$ cat config.mk
export PLATFORM = sky130hd
export DESIGN_NAME = pipe_mult
export DESIGN_NICKNAME = d
export VERILOG_FILES = /design/src/rtl/pipe_mult.sv
export SDC_FILE = /design/constraint.sdc
export NUM_CORES = 1
export LEC_CHECK = 0
export ABC_AREA = 1
export CORE_UTILIZATION = 60
export DETAILED_ROUTE_END_ITERATION = 8
export MAX_ROUTING_LAYER = met4
export PLACE_DENSITY = 0.86
export SLEW_MARGIN = 40
export SYNTH_ARGS = -nofsm -noshare
export SYNTH_HDL_FRONTEND = slang
export SYNTH_SLANG_ARGS = --single-unit
$ cat constraint.sdc
create_clock -name clk -period 14.3 [get_ports clk]
set_clock_uncertainty 0.2 [all_clocks]
set_input_delay 2.86 -clock clk [delete_from_list [all_inputs] [get_ports clk]]
set_output_delay 2.86 -clock clk [all_outputs]
set_load 0.1 [all_outputs]
$ cat src/rtl/pipe_mult.sv
// Pipelined carry-save array multiplier, unsigned or Baugh-Wooley signed per operation.
// Latency: ceil(WIDTH/ROWS_PER_STAGE)+1 enabled cycles (input register, CSA stages, final adder).
// Backpressure: none; ce=0 freezes every register, rst clears valids/outputs regardless of ce.
module pipe_mult #(
    parameter int WIDTH          = 8,
    parameter int ROWS_PER_STAGE = 1
) (
    input  logic                 clk,
    input  logic                 rst,
    input  logic                 ce,
    input  logic                 in_valid,
    input  logic                 in_tc,
    input  logic [WIDTH-1:0]     a,
    input  logic [WIDTH-1:0]     b,
    output logic                 out_valid,
    output logic                 out_tc,
    output logic [2*WIDTH-1:0]   p
);

    localparam int STAGES = (WIDTH + ROWS_PER_STAGE - 1) / ROWS_PER_STAGE;

    // Slot 0 is the input register; slot k+1 holds the result of CSA stage k.
    // Operands are only needed by the CSA stages, so they stop at slot STAGES-1.
    logic [WIDTH-1:0]   a_q  [0:STAGES-1];
    logic [WIDTH-1:0]   a_d  [0:STAGES-1];
    logic [WIDTH-1:0]   b_q  [0:STAGES-1];
    logic [WIDTH-1:0]   b_d  [0:STAGES-1];
    logic               tc_q [0:STAGES];
    logic               tc_d [0:STAGES];
    logic               vld_q[0:STAGES];
    logic               vld_d[0:STAGES];
    // Carry-save pair aligned to the next unretired product bit, plus retired low bits.
    logic [WIDTH-1:0]   s_q  [0:STAGES];
    logic [WIDTH-1:0]   s_d  [0:STAGES];
    logic [WIDTH-1:0]   c_q  [0:STAGES];
    logic [WIDTH-1:0]   c_d  [0:STAGES];
    logic [WIDTH-1:0]   lo_q [0:STAGES];
    logic [WIDTH-1:0]   lo_d [0:STAGES];

    logic [2*WIDTH-1:0] p_q, p_d;
    logic               out_valid_q, out_valid_d;
    logic               out_tc_q, out_tc_d;

    // Row-reduction scratch.
    logic [WIDTH-1:0]   acc_s, acc_c, acc_lo, pp, fa_s, fa_c, hi_sum;

    // Next-state for the whole pipeline: capture, CSA row reduction, final carry resolve.
    always_comb begin
        for (int k = 0; k <= STAGES; k++) begin
            tc_d[k]  = 1'b0;
            vld_d[k] = 1'b0;
            s_d[k]   = '0;
            c_d[k]   = '0;
            lo_d[k]  = '0;
        end
        for (int k = 0; k < STAGES; k++) begin
            a_d[k] = '0;
            b_d[k] = '0;
        end
        acc_s  = '0;
        acc_c  = '0;
        acc_lo = '0;
        pp     = '0;
        fa_s   = '0;
        fa_c   = '0;

        a_d[0]   = a;
        b_d[0]   = b;
        tc_d[0]  = in_tc;
        vld_d[0] = in_valid;
        for (int k = 1; k < STAGES; k++) begin
            a_d[k] = a_q[k-1];
            b_d[k] = b_q[k-1];
        end

        // Row i is handled by stage i/ROWS_PER_STAGE; each row retires product bit i.
        for (int i = 0; i < WIDTH; i++) begin
            if (i % ROWS_PER_STAGE == 0) begin
                acc_s  = s_q[i/ROWS_PER_STAGE];
                acc_c  = c_q[i/ROWS_PER_STAGE];
                acc_lo = lo_q[i/ROWS_PER_STAGE];
            end
            pp = a_q[i/ROWS_PER_STAGE] & {WIDTH{b_q[i/ROWS_PER_STAGE][i]}};
            if (tc_q[i/ROWS_PER_STAGE]) begin
                // Baugh-Wooley: last row inverted except its MSB, other rows MSB inverted.
                if (i == WIDTH-1) begin
                    pp = ~pp;
                end
                pp[WIDTH-1] = ~pp[WIDTH-1];
            end
            fa_s      = acc_s ^ acc_c ^ pp;
            fa_c      = (acc_s & acc_c) | (acc_s & pp) | (acc_c & pp);
            acc_lo[i] = fa_s[0];
            acc_s     = {1'b0, fa_s[WIDTH-1:1]};
            acc_c     = fa_c;
            // The vacated sum MSB carries the correction constants: after row 0 it has
            // weight 2^WIDTH, after the last row weight 2^(2*WIDTH-1).
            if (tc_q[i/ROWS_PER_STAGE] && (i == 0 || i == WIDTH-1)) begin
                acc_s[WIDTH-1] = 1'b1;
            end
            if ((i % ROWS_PER_STAGE == ROWS_PER_STAGE-1) || (i == WIDTH-1)) begin
                s_d[i/ROWS_PER_STAGE+1]   = acc_s;
                c_d[i/ROWS_PER_STAGE+1]   = acc_c;
                lo_d[i/ROWS_PER_STAGE+1]  = acc_lo;
                tc_d[i/ROWS_PER_STAGE+1]  = tc_q[i/ROWS_PER_STAGE];
                vld_d[i/ROWS_PER_STAGE+1] = vld_q[i/ROWS_PER_STAGE];
            end
        end

        // Carries beyond bit 2*WIDTH-1 are dropped, giving the modular signed result.
        hi_sum      = s_q[STAGES] + c_q[STAGES];
        p_d         = {hi_sum, lo_q[STAGES]};
        out_valid_d = vld_q[STAGES];
        out_tc_d    = tc_q[STAGES];
    end

    // Pipeline registers: reset wins over ce, ce=0 holds everything.
    always_ff @(posedge clk) begin
        if (rst) begin
            for (int k = 0; k <= STAGES; k++) begin
                tc_q[k]  <= 1'b0;
                vld_q[k] <= 1'b0;
                s_q[k]   <= '0;
                c_q[k]   <= '0;
                lo_q[k]  <= '0;
            end
            for (int k = 0; k < STAGES; k++) begin
                a_q[k] <= '0;
                b_q[k] <= '0;
            end
            p_q         <= '0;
            out_valid_q <= 1'b0;
            out_tc_q    <= 1'b0;
        end else if (ce) begin
            for (int k = 0; k <= STAGES; k++) begin
                tc_q[k]  <= tc_d[k];
                vld_q[k] <= vld_d[k];
                s_q[k]   <= s_d[k];
                c_q[k]   <= c_d[k];
                lo_q[k]  <= lo_d[k];
            end
            for (int k = 0; k < STAGES; k++) begin
                a_q[k] <= a_d[k];
                b_q[k] <= b_d[k];
            end
            p_q         <= p_d;
            out_valid_q <= out_valid_d;
            out_tc_q    <= out_tc_d;
        end
    end

    assign p         = p_q;
    assign out_valid = out_valid_q;
    assign out_tc    = out_tc_q;

endmodule

==> results of run 1 <==
==> logic make-up (layout without fill, tap and decap cells) <==
family,after synthesis,in the layout
AND/OR/NAND/NOR,372,372
buffers and inverters,324,379
flip-flops,284,284
adder cells (fa/ha/maj),63,63
AO/OA/AOI/OAI,21,21
XOR/XNOR,13,13
==> area by class of cell <==
| class | instances | area, um2 | share of cell area (%) |
|---|---|---|---|
| Clock buffer | 31 | 733.2 | 5.297 |
| Clock inverter | 21 | 177.7 | 1.284 |
| Inverter | 285 | 1077 | 7.783 |
| Multi-Input combinational cell | 469 | 2824 | 20.40 |
| Sequential cell | 284 | 8348 | 60.31 |
| Tap cell | 270 | 337.8 | 2.441 |
| Timing Repair Buffer | 42 | 342.8 | 2.477 |
==> worst paths after layout <==
check                        startpoint                       end  depth (start not counted)
setup reg to reg  tc_q[7]$_SDFFCE_PN0P_  s_q[0][68]$_SDFFCE_PN0P_                          3
hold reg to reg      p[13]$_SDFFE_PP0P_        p[13]$_SDFFE_PP0P_                          2
hold / removal       p[13]$_SDFFE_PP0P_        p[13]$_SDFFE_PP0P_                          2
setup / recovery                     ce   a_q[0][6]$_SDFFCE_PN0P_                          5
==> layer usage <==
metal	wire, um	GRT usage [%]	up-vias
met1	6735	18.90	3187
li1	-	-	3343
met3	785	3.125	36
met2	10030	35.07	134
met4	520	5.729	0
met5	0	-	-
==> cells in the final DEF (no fill, tap or decap), drive strengths merged <==
| master | instances |
|---|---|
| a21oi | 5 |
| a22o | 11 |
| buf | 23 |
| bufinv | 3 |
| clkbuf | 31 |
| clkdlybuf4s50 | 19 |
| clkinv | 17 |
| clkinvlp | 1 |
| dfxtp | 18 |
| edfxtp | 266 |
| fa | 43 |
| ha | 20 |
| inv | 285 |
| nand2 | 89 |
| nand3 | 9 |
| nand3b | 2 |
| nor2 | 263 |
| nor3 | 7 |
| o21ai | 5 |
| or2 | 2 |
| xnor2 | 1 |
| xor2 | 12 |
==> registers in the layout, summed over array words and instances, names as in the netlist <==
register,count
p,16
lo_q,36
s_q,57
vld_q,9
a_q,64
out_tc,1
out_valid,1
tc_q,8
b_q,36
c_q,56
==> synth_stat cells <==
cell type / n / share of area, %
sky130_fd_sc_hd__nor3_1: 7 / 0.28
sky130_fd_sc_hd__nor2_2: 1 / 0.050
sky130_fd_sc_hd__xor2_1: 12 / 0.84
sky130_fd_sc_hd__nand2_1: 88 / 2.7
sky130_fd_sc_hd__buf_2: 18 / 0.72
sky130_fd_sc_hd__fa_1: 43 / 6.9
sky130_fd_sc_hd__nor2_1: 262 / 7.9
sky130_fd_sc_hd__o21ai_0: 5 / 0.20
sky130_fd_sc_hd__inv_1: 283 / 8.5
sky130_fd_sc_hd__clkbuf_1: 7 / 0.21
sky130_fd_sc_hd__nand2_2: 1 / 0.050
sky130_fd_sc_hd__a21oi_1: 5 / 0.20
sky130_fd_sc_hd__nand3b_1: 2 / 0.12
sky130_fd_sc_hd__xnor2_1: 1 / 0.070
sky130_fd_sc_hd__ha_1: 20 / 2.0
sky130_fd_sc_hd__edfxtp_1: 266 / 64
sky130_fd_sc_hd__buf_4: 13 / 0.78
sky130_fd_sc_hd__nand3_1: 9 / 0.36
sky130_fd_sc_hd__inv_2: 2 / 0.060
sky130_fd_sc_hd__or2_2: 2 / 0.10
sky130_fd_sc_hd__dfxtp_1: 18 / 2.9
sky130_fd_sc_hd__buf_6: 1 / 0.090
sky130_fd_sc_hd__a22o_1: 11 / 0.77
==> where the power goes <==
part,internal (mW),total [mW],switching [mW]
clock,0.422,0.721,0.299
combinational,0.0414,0.142,0.101
sequential,0.967,0.989,0.0219
total,1.43,1.85,0.421
==> per-stage QoR <==
step | util [%] | cell area (um2) | worst slack, ps
finish | 68.18 | 13840 | 8671
global route | 68.18 | 13840 | 8542
global placement | 63.97 | 12990 | 7118
detailed placement | 63.70 | 12930 | 7460
CTS | 68.18 | 13840 | 8023
floorplan | - | 12450 | 5302
==> critical path, delay by kind of cell <==
family / cells / cell delay (ps)
buffers and inverters: 4 / 2420
AND/OR/NAND/NOR: 1 / 180
==> parameters.txt, run 1 <==
Parameter                              Value

Worst setup path
  Worst EP arrival ... 5590 ps
  Crit start category ... input port
  Worst path required time ... 14260 ps
  Critical Path End Type ... flip-flop
  Master of the slowest instance on the critical path ... sky130_fd_sc_hd__clkdlybuf4s50_1
  Largest fanout on the critical path ... 111
  Path type of the worst setup path ... in2reg
  Internal reg-to-reg setup slack ... 12410 ps
  Slowest cell delay on critical path ... 640 ps
  CP Cell Sequence ... clkdlybuf4s50_1 -> nor2_4 -> inv_8 -> buf_6 -> buf_6
  Most Frequent Cell on Critical Path ... sky130_fd_sc_hd__buf_6

Place
  Quantity of I/O buffers inserted on ports ... 38
  Post-placement cell count ... 1350
  Dpl hpwl ... 10580 um
  Final weighted congestion in routability-driven placement ... 0.8441

Global route
  Via count of the first global-routing pass ... 6878
  Maximum number of pins on one net before global-route repair ... 112
  Initial antenna violation count ... 0
  Gr ovfl total ... 0
  Global-route wire length before repair ... 30360 um
  GRT Resource Usage Total ... 18.31%

Synth
  Part of the Yosys area used for sequential elements ... 67.06%
  Xor/xnor cell area share of the yosys netlist ... 0.9147%
  Count of distinct cell types in the synthesized netlist ... 23
  Multiplexer share of the synthesized area ... 0%
  Adder-Cell Fraction of Synth Area ... 8.926%
  Flop and latch count out of synthesis ... 284
  Post-synthesis cell count ... 1077
  Average footprint of a synthesized cell ... 11.56 um2
  Yosys warning total ... 0
  Post-synthesis compound-gate area fraction ... 1.176%
  Simple-gate area share of the yosys netlist ... 11.52%
  Number of nets in the synthesized netlist ... 1161
  Post-synthesis instance area ... 12450 um2
  Main combinational cell family by area after synthesis ... simple AND/OR/NAND/NOR gates

Route
  Remaining antenna violation count after routing ... 0
  Final routed wirelength across all metal layers ... 18070 um
  Detailed Routing Iterations Pass 1 ... 5
  Vias post-DR ... 6700
  WL/cell ... 12.89 um
  First-iteration detailed-routing DRC count ... 379
  Average via count per standard cell ... 4.779
  Remaining DRCs ... 0

Timing
  Max Clk Rate ... 0.1776 GHz
  Number of endpoints failing setup at the final stage ... 0
  Final worst path period share ... 39.37%
  Max-slew violation count ... 0
  Worst hold margin ... 249.9 ps
  Worst Tran Pin Value ... 763.1 ps
  RSZ-0062 raised after global routing ... false
  Sum of negative setup slack ... 0 ps
  Relative max-transition margin ... 49.12%
  Period minus WS final ... 5629 ps
  Number of hold violations in the final report ... 0

Layout
  Fraction of layout cells with a size suffix above 1 ... 6.449%
  Number of non-filler instances in the completed layout ... 1402
  Number of antenna diodes ... 0
  Nets ... 1194
  Area growth from synthesis to final layout ... 11.19%
  Filler cells ... 1387

Floorplan
  FP Rows ... 52
  Vertical die dimension ... 146.0 um
  IO Count ... 39
  Initial standard-cell utilization of the core ... 61.32%
  Area inside the core boundary ... 20300 um2
  Die Area ... 21330 um2
  Width of the chip ... 146.0 um

Clocking
  Cts repair resizes ... 0
  Number of clock sinks ... 284
  Clock transition at the registers of the reported paths ... 60 ps
  Post-CTS Hold Fix Bufs ... 0
  CTS tree ... yes
  Inserted Clock Buffers ... 28
  Max clock buf depth ... 3
  Clock insertion delay at the later pin of the skew report ... 530 ps
  H-tree depth ... 1
  Root buffer cell ... sky130_fd_sc_hd__clkbuf_16
  Post-CTS Setup Inserts ... 0

Pwr
  Static leakage power ... 5.664 nW
  Final Total Pwr ... 1.851 mW
  Maximum vdd drop ... 0.09042 mV
  Power Dens Cells ... 133.8 nW/um2

Min path
  Path class of the lowest-slack min-delay path ... reg2reg

Status
  Status ... finished, final reports clean

Run
  Max-cap violations ... 0
(Power assumes the default switching activity.)
==> run 2, diff against run 1 <==
- CORE_UTILIZATION: 60 -> 55
- PLACE_DENSITY: 0.86 -> 0.83
- clock period: 14.3 -> 5 ns (I/O delays scaled with it)
==> parameters.txt, run 2 (synthesis results as in run 1) <==
Parameter                              Value

Status
  Status ... finished, final reports clean

Route
  Average via count per standard cell ... 4.674 (-2.2%)
  Final routed wirelength across all metal layers ... 17600 um (-2.6%)
  Vias post-DR ... 6628 (-1.1%)
  First-iteration detailed-routing DRC count ... 481 (+27%)
  WL/cell ... 12.41 um (-3.7%)
  Remaining DRCs ... 0 (unchanged)
  Remaining antenna violation count after routing ... 0 (unchanged)
  Detailed Routing Iterations Pass 1 ... 7 (+2)

Layout
  Number of antenna diodes ... 0 (unchanged)
  Most common library cell in the layout ignoring fill and taps ... sky130_fd_sc_hd__inv_1
  Number of non-filler instances in the completed layout ... 1418 (+1.1%)
  Filler cells ... 1571 (+13%)
  Register name with the most flops ... a_q
  Commonest non-fill, non-tap cells in the layout ... 282 x sky130_fd_sc_hd__inv_1, 266 x sky130_fd_sc_hd__edfxtp_1, 262 x sky130_fd_sc_hd__nor2_1, 88 x sky130_fd_sc_hd__nand2_1, 43 x sky130_fd_sc_hd__fa_1
  Number of flip-flops in the largest register ... 64 (unchanged)
  Area growth from synthesis to final layout ... 11.96%
  Fraction of layout cells with a size suffix above 1 ... 6.591% (+0.14 points)
  Finished Cell Area ... 13940 um2 (+0.70%)
  Area of the multi-input gates ... 2824 um2 (unchanged)
  Footprint of the flip-flops and latches ... 8348 um2 (unchanged)
  Largest registers ... a_q (64), s_q (57), c_q (56)
  Nets ... 1200 (+0.50%)

Pwr
  Power Dens Cells ... 383.4 nW/um2 (+190%)
  Maximum vdd drop ... 0.2846 mV (+210%)
  Static leakage power ... 5.702 nW (+0.66%)
  Sequential share of power ... 52.9% (-0.5 points)
  Net switching share of the total power ... 22.31% (-0.46 points)
  Combinational fraction of design power ... 7.6% (about the same)
  P_int ... 4.152 mW (+190%)
  Relative contribution of the clock network to total power ... 39.5% (+0.6 points)
  Switching component of the power ... 1.192 mW (+180%)
  Final Total Pwr ... 5.344 mW (+190%)

Place
  Placed inst area ... 13010 um2 (+0.63%)
  Dpl hpwl ... 10210 um (-3.6%)
  Post-placement cell count ... 1366 (+1.2%)
  Final weighted congestion in routability-driven placement ... 0.7637 (-9.5%)
  Quantity of I/O buffers inserted on ports ... 38 (unchanged)

Floorplan
  Die Area ... 23240 um2 (+9.0%)
  Initial standard-cell utilization of the core ... 56.52% (-4.8 points)
  Width of the chip ... 152.4 um (+4.4%)
  Vertical die dimension ... 152.4 um (+4.4%)
  Area inside the core boundary ... 22030 um2 (+8.5%)
  FP Rows ... 54 (+3.8%)
  IO Count ... 39 (unchanged)

Min path
  Path class of the lowest-slack min-delay path ... reg2reg

Worst setup path
  Critical Path End Type ... flip-flop
  CP Cell Sequence ... clkdlybuf4s50_1 -> buf_4 -> nor2_4 -> clkinvlp_4 -> buf_12
  Crit start category ... input port
  Worst path required time ... 5030 ps (-9230 ps)
  Path type of the worst setup path ... in2reg
  Slowest cell delay on critical path ... 610 ps (-30 ps)
  Worst EP arrival ... 3110 ps (-2480 ps)
  Largest fanout on the critical path ... 98 (-12%)
  Master of the slowest instance on the critical path ... sky130_fd_sc_hd__clkinvlp_4

Timing
  Worst hold margin ... 251.0 ps (+1.048 ps)
  Sum of negative setup slack ... 0 ps (unchanged)
  Worst Tran Pin Value ... 680.8 ps (-82.34 ps)
  Relative max-transition margin ... 54.61% (+5.5 points)
  Number of hold violations in the final report ... 0 (unchanged)
  Period minus WS final ... 3082 ps
  Final worst path period share ... 61.64%
  Number of endpoints failing setup at the final stage ... 0 (unchanged)
  Max-slew violation count ... 0 (unchanged)
  RSZ-0062 raised after global routing ... false
  Max Clk Rate ... 0.3245 GHz

Global route
  Global-route wire length before repair ... 30200 um (-0.52%)
  Via count of the first global-routing pass ... 6633 (-3.6%)
  Maximum number of pins on one net before global-route repair ... 107 (-4.5%)
  GRT Resource Usage Total ... 16.42% (-1.9 points)
  Initial antenna violation count ... 0 (unchanged)
  Gr ovfl total ... 0 (unchanged)

Clocking
  Root buffer cell ... sky130_fd_sc_hd__clkbuf_16
  Clock insertion delay at the later pin of the skew report ... 530 ps (about the same)
  Number of clock sinks ... 284 (unchanged)
  Inserted Clock Buffers ... 28 (unchanged)
  Post-CTS Setup Inserts ... 0 (unchanged)
  H-tree depth ... 1 (unchanged)
  Post-CTS Hold Fix Bufs ... 0 (unchanged)
  Max clock buf depth ... 3 (unchanged)
  CTS tree ... yes
  Clock transition at the registers of the reported paths ... 60 ps (about the same)
  Cts repair resizes ... 0 (unchanged)

Run
  Max-cap violations ... 0 (unchanged)
run 2: per-layer routing:
metal / GRT usage (%) / part of all wire (%)
met1: 18.66 / 40
met2: 29.52 / 53
met3: 2.673 / 3.5
met4: 5.532 / 3.1
met5: - / 0
run 2: cell type report:
class,instances,area share (%)
timing repair buffer,48,2.981
clock buffer,37,5.422
clock inverter,15,1.221
tap,280,2.514
multi-input combinational,469,20.26
sequential,284,59.90
inverter,285,7.703
run 2: metrics by stage:
step | setup WS, ps | util [%]
floorplan | -902.2 | -
global placement | 1437 | 59.48
detailed placement | 1386 | 59.07
CTS | 1927 | 63.28
global route | 1803 | 63.28
finish | 1918 | 63.28
run 2: worst max-delay path: cells and delay by family:
family | cells | cell delay, ps
buffers and inverters | 4 | 1670
AND/OR/NAND/NOR | 1 | 380
run 2: power groups by stage:
| stage | combinational [mW] | sequential, mW | clock, mW |
|---|---|---|---|
| 3_5_place_dp | 0.402 | 2.87 | 0 |
| 6_report | 0.408 | 2.83 | 2.11 |
| 4_1_cts | 0.414 | 2.83 | 2.14 |
| 2_1_floorplan | 0.252 | 2.93 | 0 |
| 5_1_grt | 0.464 | 2.84 | 2.24 |
| 3_3_place_gp | 0.386 | 2.87 | 0 |
run 2: final timing paths:
path	start	end	slack, ps	depth (start not counted)
hold / removal	p[13]$_SDFFE_PP0P_	p[13]$_SDFFE_PP0P_	250	2
setup / recovery	rst	b_q[0][9]$_SDFFCE_PN0P_	1920	5
setup reg to reg	c_q[0][64]$_SDFFCE_PN0P_	p[14]$_SDFFE_PP0P_	3130	11
hold reg to reg	p[13]$_SDFFE_PP0P_	p[13]$_SDFFE_PP0P_	250	2
==> run 3, diff against run 2 <==
- CORE_UTILIZATION: 55 -> 60
- PLACE_DENSITY: 0.83 -> 0.86
- clock period: 5 -> 3.2 ns (I/O delays scaled with it)
==> parameters.txt, run 3 (synthesis results as in run 1) <==
Parameter                              Value

Clocking
  Max clock buf depth ... 3 (unchanged)
  Number of clock sinks ... 284 (unchanged)
  H-tree depth ... 1 (unchanged)
  Cts repair resizes ... 0 (unchanged)
  Post-CTS Setup Inserts ... 0 (unchanged)
  Inserted Clock Buffers ... 28 (unchanged)
  Clock insertion delay at the later pin of the skew report ... 540 ps (about the same)
  Root buffer cell ... sky130_fd_sc_hd__clkbuf_16
  Clock transition at the registers of the reported paths ... 60 ps (about the same)
  CTS tree ... yes
  Post-CTS Hold Fix Bufs ... 0 (unchanged)

Global route
  GRT Resource Usage Total ... 18.40% (+2.0 points)
  Maximum number of pins on one net before global-route repair ... 99 (-7.5%)
  Via count of the first global-routing pass ... 6931 (+4.5%)
  Global-route wire length before repair ... 30620 um (+1.4%)
  Initial antenna violation count ... 0 (unchanged)
  Gr ovfl total ... 0 (unchanged)

Layout
  Fraction of layout cells with a size suffix above 1 ... 7.255% (+0.66 points)
  Largest registers ... a_q (64), s_q (57), c_q (56)
  Filler cells ... 1345 (-14%)
  Nets ... 1206 (+0.50%)
  Register name with the most flops ... a_q
  Area growth from synthesis to final layout ... 12.49%
  Number of flip-flops in the largest register ... 64 (unchanged)
  Commonest non-fill, non-tap cells in the layout ... 282 x sky130_fd_sc_hd__inv_1, 266 x sky130_fd_sc_hd__edfxtp_1, 262 x sky130_fd_sc_hd__nor2_1, 88 x sky130_fd_sc_hd__nand2_1, 43 x sky130_fd_sc_hd__fa_1
  Most common library cell in the layout ignoring fill and taps ... sky130_fd_sc_hd__inv_1
  Number of antenna diodes ... 0 (unchanged)

Worst setup path
  Worst R2R Start ... c_q[0][64]$_SDFFCE_PN0P_
  Last element of the critical path ... b_q[0][4]$_SDFFCE_PN0P_
  Worst setup path startpoint ... ce
  Cell depth of the worst flop-to-flop path ... 11 (unchanged)
  End of the worst register-to-register path ... p[14]$_SDFFE_PP0P_
  Crit start category ... input port
  Worst EP arrival ... 2100 ps (-1010 ps)
  Critical Path End Type ... flip-flop
  Worst path required time ... 3180 ps (-1850 ps)
  Largest fanout on the critical path ... 98 (unchanged)
  Path type of the worst setup path ... in2reg
  Internal reg-to-reg setup slack ... 1290 ps (-1840 ps)

Place
  Final weighted congestion in routability-driven placement ... 0.8008 (+4.9%)
  Dpl hpwl ... 10710 um (+4.9%)
  Quantity of I/O buffers inserted on ports ... 38 (unchanged)

Floorplan
  Die Area ... 21330 um2 (-8.2%)
  Width of the chip ... 146.0 um (-4.2%)
  Initial standard-cell utilization of the core ... 61.32% (+4.8 points)
  Area inside the core boundary ... 20300 um2 (-7.8%)
  FP Rows ... 52 (-3.7%)
  IO Count ... 39 (unchanged)
  Vertical die dimension ... 146.0 um (-4.2%)

Pwr
  Maximum vdd drop ... 0.4316 mV (+52%)
  Power Dens Cells ... 588.6 nW/um2 (+54%)
  Static leakage power ... 5.722 nW (+0.36%)

Route
  WL/cell ... 12.79 um (+3.0%)
  Vias post-DR ... 6773 (+2.2%)
  Remaining DRCs ... 0 (unchanged)
  First-iteration detailed-routing DRC count ... 341 (-29%)
  Remaining antenna violation count after routing ... 0 (unchanged)
  Detailed Routing Iterations Pass 1 ... 7 (unchanged)
  Average via count per standard cell ... 4.790 (+2.5%)
  Final routed wirelength across all metal layers ... 18080 um (+2.7%)

Timing
  Relative max-transition margin ... 65.93% (+11 points)
  Sum of negative setup slack ... 0 ps (unchanged)
  Max Clk Rate ... 0.4728 GHz
  Final worst path period share ... 66.10%
  Number of endpoints failing setup at the final stage ... 0 (unchanged)
  Worst Tran Pin Value ... 511.0 ps (-169.8 ps)
  Worst hold margin ... 258.3 ps (+7.304 ps)
  Number of hold violations in the final report ... 0 (unchanged)
  Max-slew violation count ... 0 (unchanged)
  RSZ-0062 raised after global routing ... false
  Period minus WS final ... 2115 ps

Status
  Status ... finished, final reports clean

Run
  Max-cap violations ... 0 (unchanged)

Min path
  Path class of the lowest-slack min-delay path ... reg2reg
==> run 3: changes by cell type in the layout (fill, tap and decap cells not counted), moves of 3 or more <==
cell	delta
sky130_fd_sc_hd__clkbuf_1	-5
sky130_fd_sc_hd__bufinv_16	-3
sky130_fd_sc_hd__buf_2	-18
sky130_fd_sc_hd__clkinv_2	-3
sky130_fd_sc_hd__clkinv_1	+3
sky130_fd_sc_hd__clkbuf_8	+3
sky130_fd_sc_hd__buf_4	+23
==> run 3: report_power, final <==
group / internal (mW) / leakage [nW] / switching (mW)
clock: 1.81 / 0.443 / 1.36
combinational: 0.208 / 2.19 / 0.456
sequential: 4.32 / 3.09 / 0.0965
total: 6.33 / 5.72 / 1.91
==> run 3: critical path, stage by stage <==
cell	delay, ps
sky130_fd_sc_hd__clkdlybuf4s50_1	630
sky130_fd_sc_hd__nor2_4	90
sky130_fd_sc_hd__clkinvlp_4	230
sky130_fd_sc_hd__buf_12	430
==> run 3: area by class of cell <==
class                           count  area [um2]  share of cell area [%]
Sequential cell                   284        8348                   59.61
Tap cell                          270       337.8                   2.412
Inverter                          285        1074                   7.666
Multi-Input combinational cell    469        2824                   20.17
Clock buffer                       35       778.2                   5.558
Timing Repair Buffer               54       518.0                   3.699
Clock inverter                     17       123.9                  0.8846
==> run 3: layer usage <==
layer / global-route usage, % / vias up / wire, um
met2: 35.22 / 153 / 10050
li1: - / 3375 / -
met5: - / - / 0
met1: 18.88 / 3200 / 6827
met4: 6.302 / 0 / 491
met3: 3.031 / 45 / 712
==> run 3: worst min-delay path by stage <==
stage                        startpoint                endpoint  slack (ps)  depth (start not counted)
4_1_cts        lo_q[8][1]$_SDFFCE_PN0P_       p[1]$_SDFFE_PP0P_         260                          1
3_3_place_gp   lo_q[8][3]$_SDFFCE_PN0P_       p[3]$_SDFFE_PP0P_         240                          1
6_report       lo_q[8][1]$_SDFFCE_PN0P_       p[1]$_SDFFE_PP0P_         260                          1
3_5_place_dp   lo_q[8][1]$_SDFFCE_PN0P_       p[1]$_SDFFE_PP0P_         250                          1
2_1_floorplan    vld_q[8]$_SDFFCE_PN0P_  out_valid$_SDFFE_PP0P_         240                          1
5_1_grt              p[13]$_SDFFE_PP0P_      p[13]$_SDFFE_PP0P_         270                          2
==> run 3: per-stage QoR <==
step / cell area, um2 / utilization (%) / power (mW) / setup slack, ps / std cells
final: 14000 / 68.98 / 8.243 / 1085 / 1414
after detailed placement: 13100 / 64.54 / 5.140 / 544.5 / 1362
after global placement: 13100 / 64.54 / 5.082 / 582.8 / 1362
after floorplan: 12460 / - / 4.976 / -2342 / 1077
after CTS: 14000 / 68.98 / 8.296 / 1111 / 1414
after global routing: 14000 / 68.98 / 8.537 / 1060 / 1414
